`src/rtl/fifo_uart_tx_if.sv`:
```
// Link between the byte FIFO read port, the baud strobe and the serial transmitter outputs.
interface fifo_uart_tx_if;
    logic       b_tick;
    logic       fifo_empty;
    logic [7:0] fifo_rdata;
    logic       fifo_pop;
    logic       tx;
    logic       tx_busy;
    logic       tx_done;

    modport master (
        input  b_tick, fifo_empty, fifo_rdata,
        output fifo_pop, tx, tx_busy, tx_done
    );

    modport slave (
        output b_tick, fifo_empty, fifo_rdata,
        input  fifo_pop, tx, tx_busy, tx_done
    );
endinterface

```
`src/rtl/fifo_uart_tx.sv`:
```
// UART transmitter draining a byte FIFO, one pop per frame; PARITY_EN adds an even-parity bit.
// Start bit begins 1 clk after the pop, each bit lasts OVERSAMPLE b_ticks; waits on fifo_empty.
module fifo_uart_tx #(
    parameter int OVERSAMPLE = 16
) (
    input  logic           clk,
    input  logic           rst,
    fifo_uart_tx_if.master bus
);
    localparam int TW = (OVERSAMPLE > 1) ? $clog2(OVERSAMPLE) : 1;
    localparam logic [TW-1:0] TICK_LAST = TW'(OVERSAMPLE - 1);

`ifdef PARITY_EN
    typedef enum logic [2:0] {IDLE, START, DATA, PARITY, STOP} state_t;
`else
    typedef enum logic [2:0] {IDLE, START, DATA, STOP} state_t;
`endif

    state_t          state, state_nxt;
    logic [TW-1:0]   tick, tick_nxt;
    logic [2:0]      bit_cnt, bit_nxt;
    logic [7:0]      shift, shift_nxt;
    logic            tx_q, tx_nxt;
    logic            busy_q, busy_nxt;
    logic            done_q, done_nxt;
    logic            pop;
    logic            bit_end;

    assign bit_end = bus.b_tick && (tick == TICK_LAST);

    always_ff @(posedge clk or posedge rst) begin
        if (rst) begin
            state   <= IDLE;
            tick    <= '0;
            bit_cnt <= '0;
            shift   <= '0;
            tx_q    <= 1'b1;
            busy_q  <= 1'b0;
            done_q  <= 1'b0;
        end else begin
            state   <= state_nxt;
            tick    <= tick_nxt;
            bit_cnt <= bit_nxt;
            shift   <= shift_nxt;
            tx_q    <= tx_nxt;
            busy_q  <= busy_nxt;
            done_q  <= done_nxt;
        end
    end

    always_comb begin
        state_nxt = state;
        tick_nxt  = tick;
        bit_nxt   = bit_cnt;
        shift_nxt = shift;
        tx_nxt    = tx_q;
        busy_nxt  = busy_q;
        done_nxt  = 1'b0;
        pop       = 1'b0;

        if (bus.b_tick) begin
            tick_nxt = bit_end ? '0 : tick + 1'b1;
        end

        case (state)
            IDLE: begin
                tick_nxt = '0;
                // rst gates the pop so a held reset can never drain the FIFO
                if (!bus.fifo_empty && !rst) begin
                    pop       = 1'b1;
                    shift_nxt = bus.fifo_rdata;
                    tx_nxt    = 1'b0;
                    busy_nxt  = 1'b1;
                    state_nxt = START;
                end
            end
            START: begin
                if (bit_end) begin
                    tx_nxt    = shift[0];
                    state_nxt = DATA;
                end
            end
            DATA: begin
                if (bit_end) begin
                    bit_nxt   = bit_cnt + 3'd1;
                    // rotate rather than shift so the byte stays intact for parity
                    shift_nxt = {shift[0], shift[7:1]};
                    if (bit_cnt == 3'd7) begin
`ifdef PARITY_EN
                        tx_nxt    = ^shift;
                        state_nxt = PARITY;
`else
                        tx_nxt    = 1'b1;
                        state_nxt = STOP;
`endif
                    end else begin
                        tx_nxt = shift[1];
                    end
                end
            end
`ifdef PARITY_EN
            PARITY: begin
                if (bit_end) begin
                    tx_nxt    = 1'b1;
                    state_nxt = STOP;
                end
            end
`endif
            STOP: begin
                if (bit_end) begin
                    busy_nxt  = 1'b0;
                    done_nxt  = 1'b1;
                    state_nxt = IDLE;
                end
            end
            default: state_nxt = IDLE;
        endcase
    end

    assign bus.fifo_pop = pop;
    assign bus.tx       = tx_q;
    assign bus.tx_busy  = busy_q;
    assign bus.tx_done  = done_q;
endmodule

```
`src/flat_wrapper.sv`:
```
// flat-port wrapper written by rule: the top's interface ports become plain ports
module fifo_uart_tx_flat 
#(
    parameter int OVERSAMPLE = 16
)
  (clk, rst, bus_b_tick, bus_fifo_empty, bus_fifo_rdata, bus_fifo_pop, bus_tx, bus_tx_busy, bus_tx_done);
  fifo_uart_tx_if bus_i ();
  input  logic clk;
  input  logic rst;
  input wire logic [$bits(bus_i.b_tick)-1:0] bus_b_tick;
  input wire logic [$bits(bus_i.fifo_empty)-1:0] bus_fifo_empty;
  input wire logic [$bits(bus_i.fifo_rdata)-1:0] bus_fifo_rdata;
  output wire logic [$bits(bus_i.fifo_pop)-1:0] bus_fifo_pop;
  output wire logic [$bits(bus_i.tx)-1:0] bus_tx;
  output wire logic [$bits(bus_i.tx_busy)-1:0] bus_tx_busy;
  output wire logic [$bits(bus_i.tx_done)-1:0] bus_tx_done;
  assign bus_i.b_tick = bus_b_tick;
  assign bus_i.fifo_empty = bus_fifo_empty;
  assign bus_i.fifo_rdata = bus_fifo_rdata;
  assign bus_fifo_pop = bus_i.fifo_pop;
  assign bus_tx = bus_i.tx;
  assign bus_tx_busy = bus_i.tx_busy;
  assign bus_tx_done = bus_i.tx_done;
  fifo_uart_tx #(.OVERSAMPLE(OVERSAMPLE)) u_core (.clk(clk), .rst(rst), .bus(bus_i));
endmodule
```
`config.mk`:
```
export PLATFORM = sky130hd
export DESIGN_NAME = fifo_uart_tx_flat
export DESIGN_NICKNAME = d
export VERILOG_FILES = /design/src/rtl/fifo_uart_tx_if.sv /design/src/rtl/fifo_uart_tx.sv /design/src/flat_wrapper.sv
export SDC_FILE = /design/constraint.sdc
export NUM_CORES = 1
export LEC_CHECK = 0
export BUFFER_PORTS_ARGS = -buffer_cell sky130_fd_sc_hd__buf_2
export CAP_MARGIN = 30
export CORE_MARGIN = 2
export CORE_UTILIZATION = 25
export DETAILED_ROUTE_END_ITERATION = 8
export HOLD_SLACK_MARGIN = 0.08
export PLACE_DENSITY = 0.48
export SLEW_MARGIN = 20
export SYNTH_ARGS = -nofsm -noshare
export SYNTH_HDL_FRONTEND = slang
export SYNTH_SLANG_ARGS = --single-unit
```
`constraint.sdc`:
```
create_clock -name clk -period 1.7 [get_ports clk]
set_clock_uncertainty 0.2 [all_clocks]
set_input_delay 0.51 -clock clk [delete_from_list [all_inputs] [get_ports clk]]
set_output_delay 0.51 -clock clk [all_outputs]
set_load 0.05 [all_outputs]
```
## Word-level counts from Yosys, hierarchy flattened

Cells that the tools add are included.

| storage, ports and cells | value |
|---|---|
| input port bits | 12 |
| memories kept | 0 |
| word-level logic and storage cells | 57 |
| bits in registers | 21 |
| RAM bits | 0 |
| bits in read-only memories | 0 |
| output and inout port bits | 4 |
| latch bits | 0 |

| operators by class | value |
|---|---|
| div/mod/pow operators | 0 |
| bitwise logic cells | 0 |
| equal/unequal tests | 10 |
| magnitude comparators | 0 |
| shift operators | 0 |
| mux-type cells | 24 |
| reductions and logical operators | 14 |
| add/subtract/negate cells | 2 |
| multipliers | 0 |

Operator list:

| cell | count |
|---|---|
| two-way mux 8 bit | 2 |
| case mux 8 bit (2 select lines) | 1 |
| two-way mux 3 bit | 5 |
| two-way mux 4 bit | 3 |
| case mux 3 bit (4 select lines) | 1 |
| two-way mux 1 bit | 10 |
| != test 2 x 1 -> 1 bit (second input constant) | 5 |
| equality test 3 x 2 -> 1 bit (second input constant) | 2 |
| AND reduction 3 bit | 2 |
| nonzero test 2 bit | 3 |
| AND reduction 5 bit | 1 |
| adder 4 x 1 -> 4 bit (second input constant) | 1 |
| equality test 4 bit (second input constant) | 1 |
| AND reduction 4 bit | 1 |
| adder 3 x 1 -> 3 bit (second input constant) | 1 |
| equality test 3 x 1 -> 1 bit (second input constant) | 1 |
| equality test 3 bit (second input constant) | 1 |
| logical NOT 3 bit | 1 |
| case mux 1 bit (3 select lines) | 1 |
| nonzero test 3 bit | 1 |
| logical AND 1 bit | 2 |
| logical NOT 1 bit | 2 |
| case mux 1 bit (2 select lines) | 1 |
| AND reduction 2 bit | 1 |

## Logic depth before layout (Yosys ltp)

| depth | value |
|---|---|
| depth after elaboration | 5 |
| mapped depth | 7 |
| mapped depth without buffers | 6 |

## Worst setup path after synthesis

Ideal clock, no wire load.

| timing path | value |
|---|---|
| path kind | reg-to-output |
| from | reg u_core.state[0] |
| to | out bus_fifo_pop |
| stages on the path, launching flop included | 5 |
| data arrival time | 1.963 ns |
| path slack | -0.973 ns |
| data required time | 0.990 ns |
| path through | dfrtp_1 > inv_1 > ha_1 > buf_6 > nor3b_1 |

| between the ends | value |
|---|---|
| longest elaborated chain between the ends | 2 |

Ends and longest elaborated chain:

| item | RTL line | source |
|---|---|---|
| start, declared | fifo_uart_tx.sv:19 | `state_t state, state_nxt;` |
| start signal, assigned | fifo_uart_tx.sv:41 | `state <= state_nxt;` |
| logical NOT 3 bit | fifo_uart_tx.sv:65 | `case (state)` |
| two-way mux 1 bit | fifo_uart_tx.sv:65 |  |
| end, declared | flat_wrapper.sv:13 | `output wire logic [$bits(bus_i.fifo_pop)-1:0] bus_fifo_pop;` |

Every way passes these cells.

## Worst setup path in the final report

Ends and elaborated chain as after synthesis.

==> summary.md <==
Summed over all cells, the static leakage comes to 0.8010 nW. In this run, the number of DRC markers left after iteration 0 of detailed routing was 23. For this design, the slowest cell found on the critical path is sky130_fd_sc_hd__dfrtp_1. Global routing finished with a remaining overflow of 0. The part of the Yosys area used for sequential elements was 0.4485. Setup repair after global routing could not meet its margin everywhere.

The pre-antenna-repair detailed-routing pass consisted of 4 iterations. Detailed placement finished with a half-perimeter wire length of 1.763 mm. The detail route stage leaves a number of antenna-violating nets equal to 0.

In the routed design, unresolved DRC markers number 0. In this run, distinct cell masters in the synthesized netlist total 28. Measured in cells, the most critical reg-to-reg path has a length of 7. Routability-driven placement finished with a final weighted congestion of 0.7534. Synthesized-area fraction occupied by xor and xnor cells: 0.01566.

The setup check on the worst reg-to-reg path leaves a slack of -210 ps. The vertical die dimension is 70.89 µm. The multiplexer area fraction after synthesis was 0.2192; the post-place instance area was 1438 µm². The via count of the routed design is 831, and the wire length of the first global-routing pass is 4.036 mm. Share of the synthesized area in compound gates (AO/OA/AOI/OAI): 0.09172. TritonCTS built the clock tree. Overall power consumption after layout is estimated at 3.044 mW. The repair_antennas step left the layout with diodes totalling 0.

Of all nets on the critical path, the largest fanout is 3. When the netlist entered floorplanning its net count stood at 111. Number of buffers added on ports: 15. After clock tree synthesis, the clock-pin slew on the worst setup and hold paths is 80 ps. In this run the clock root is driven by a sky130_fd_sc_hd__clkbuf_8. The post-route minimum period works out to 1984 ps. The area fraction in and, or, nand and nor cells after synthesis is 0.09508.

The mean routed wirelength per cell was 12.37 µm; the number of primary I/O pins was 16. The layout overhead on the synthesized area works out to 46.98%. In this run, synthesis inferred 0 flip-flops with an integrated enable. The post-route cell area was 1644 µm²; the total of flip-flops plus latches after synthesis was 20.

The checks that failed: negative setup slack. The setup path with the least slack is of type reg -> out. The most used flip-flop cell after synthesis is sky130_fd_sc_hd__dfrtp_1. The synthesized instance count is 91, and the largest vdd supply drop is 644.6 µV.

For this run, the number of Yosys warnings is 0. Measured along the x axis, the die boundary spans 70.89 µm. In this run the mean area of a mapped cell was 12.29 µm². Global-route total usage across every layer: 0.1025. The tools report the initial cell density of the core as 0.2587.

For the number of clock sinks, the log shows 20. The maximum frequency from static timing analysis is 0.5039 GHz. Traced cell by cell, the critical path runs through inv_2, ha_4, nor3b_4, buf_6. The total area inside the core boundary comes to 4324 µm². Cell depth of the worst min-delay path: 1. The total count of max-transition violations in the final report was 0. Summing every instance area after synthesis gives 1119 µm².

H-tree depth: 1. The data required time at the worst endpoint is 990 ps, and the total power per unit cell area is 1851 nW/µm². OpenSTA, run right after detailed placement, puts the worst setup slack at -265.2 ps.

Clock latency on the worst-skew pair, taken at its later pin, is 270 ps. Entering global routing, the biggest net connects 13 pins. The number of max-cap violations is 0.

The tools report the critical path endpoint category as an output pin. The sum of routed wire length over all layers is 2.326 mm, and the via density per instance is 4.420. The logs give 910 for the via count of the first global-routing pass and 24 for the number of placement rows.

At the pin with the least slew margin, the transition time is 248.1 ps. Worst setup margin: -284.4 ps. STA classifies the critical path startpoint as a flip-flop. Fraction of layout instances using a drive strength above 1: 0.6324. The tools report the endpoint arrival time on the critical path as 1270 ps. The tools report the number of antenna violations at the first check in global routing as 0.

The adder and majority cell fraction of the synthesized area is 0.08949, and the worst-case clock buffer depth is 2. The worst hold path belongs to the class reg -> reg. The run gives 0 as the final hold violation count. The main combinational cell family by area after synthesis was multiplexers. The async set-or-reset flop fraction in the synthesized netlist is 1.000.

The flow ran to the end, but the final reports show violations. The largest single stage delay on the critical path is 400 ps. For the headroom to the max-slew limit, the log shows 0.8357. The period utilization is 1.167, and the overall die area is 5025 µm².

The number of setup violations in the final report was 11. The core utilization of the finished layout is 0.3802. The tools report the layout net count as 157. TritonCTS created 3 clock buffers.
==> worst paths after layout <==
check,from,end
hold reg to reg,u_core.bit_cnt[0],u_core.bit_cnt[0]
setup / recovery,u_core.state[0],bus_fifo_pop
hold / removal,u_core.bit_cnt[0],u_core.bit_cnt[0]
setup reg to reg,u_core.state[0],u_core.shift[7]
min in group asynchronous,rst,u_core.tick[2]
max in group asynchronous,rst,u_core.bus.tx
==> placed cells by master (no fill, tap or decap), types with 2 or more instances in the layout <==
master / count
sky130_fd_sc_hd__nand2_1: 5
sky130_fd_sc_hd__ha_2: 3
sky130_fd_sc_hd__inv_2: 2
sky130_fd_sc_hd__ha_1: 4
sky130_fd_sc_hd__a21oi_1: 3
sky130_fd_sc_hd__buf_4: 26
sky130_fd_sc_hd__mux2_2: 11
sky130_fd_sc_hd__buf_2: 13
sky130_fd_sc_hd__nor2_1: 4
sky130_fd_sc_hd__dfrtp_1: 19
sky130_fd_sc_hd__mux2i_1: 2
sky130_fd_sc_hd__buf_6: 3
sky130_fd_sc_hd__clkbuf_8: 3
sky130_fd_sc_hd__mux2_4: 9
==> cell type report <==
class | instances | area (µm²)
Fill cell | 443 | 2680
Multi-Input combinational cell | 65 | 670.6
Sequential cell | 20 | 501.7
Timing Repair Buffer | 44 | 324.1
Tap cell | 52 | 65.06
Clock buffer | 3 | 41.29
Clock inverter | 1 | 30.03
Inverter | 3 | 11.26
==> timing repair <==
item	in CTS	in global routing
setup endpoints to repair	13	15
gates cloned	0	0
hold buffers	1	0
setup buffers	3	3
pin swaps	1	3
hold endpoints to repair	10	0
resized for setup	9	19
==> where the power goes <==
part           total [mW]  leakage, nW  switching, mW  internal, mW
clock network       0.489       0.0357          0.174         0.315
logic                1.78        0.519          0.714          1.07
registers           0.774        0.246          0.103         0.671
==> critical path, delay by kind of cell (launching register included) <==
family | cells | cell delay (ps)
and+or+nand+nor | 1 | 200
DFF | 1 | 400
buffers and inverters | 2 | 270
adders and majority gates | 1 | 140
==> synthesized netlist by cell type (2+ instances only) <==
cell / n / area [µm²]
sky130_fd_sc_hd__o21ai_0: 4 / 20.02
sky130_fd_sc_hd__nand2_1: 5 / 18.77
sky130_fd_sc_hd__a21oi_1: 3 / 15.01
sky130_fd_sc_hd__dfrtp_1: 19 / 475.5
sky130_fd_sc_hd__mux2i_1: 2 / 20.02
sky130_fd_sc_hd__buf_6: 3 / 33.78
sky130_fd_sc_hd__inv_1: 3 / 11.26
sky130_fd_sc_hd__ha_1: 8 / 100.1
sky130_fd_sc_hd__nor2_1: 6 / 22.52
sky130_fd_sc_hd__mux2_2: 20 / 225.2
==> layer usage <==
layer / vias to the layer above / track usage / part of all wire
li1: 412 / - / -
met3: 5 / 0.02991 / 0.054
met2: 20 / 0.1703 / 0.47
met4: 0 / 0.05031 / 0.019
met1: 394 / 0.1208 / 0.45
met5: - / 0 / 0
==> through the flow <==
stage                     hold slack (ps)  setup TNS [ps]  std cells
final                               299.6           -1997        188
after global routing                341.8           -2729        188
after CTS                           308.1           -2761        186
after detailed placement            295.8           -2618        178
after global placement              267.3           -2209        178
after floorplan                     252.2           -2235         91
==> cells by family (layout without fill, tap and decap cells) <==
family	after synthesis	in the layout
AOI/OAI and AO/OA	14	14
xor gates and xnor gates	2	2
adders and majority gates	8	8
buffers and inverters	6	51
DFF	20	20
muxes	22	22
and+or+nand+nor	19	19
==> flip-flops by register name (all words and copies together), names as in the netlist <==
register / flops
u_core.shift: 8
u_core.tick: 4
u_core.bit_cnt: 3
u_core.state: 2
u_core.bus.tx: 1
u_core.bus.tx_busy: 1
u_core.bus.tx_done: 1
No activity file was read; power rests on OpenSTA's default activity.
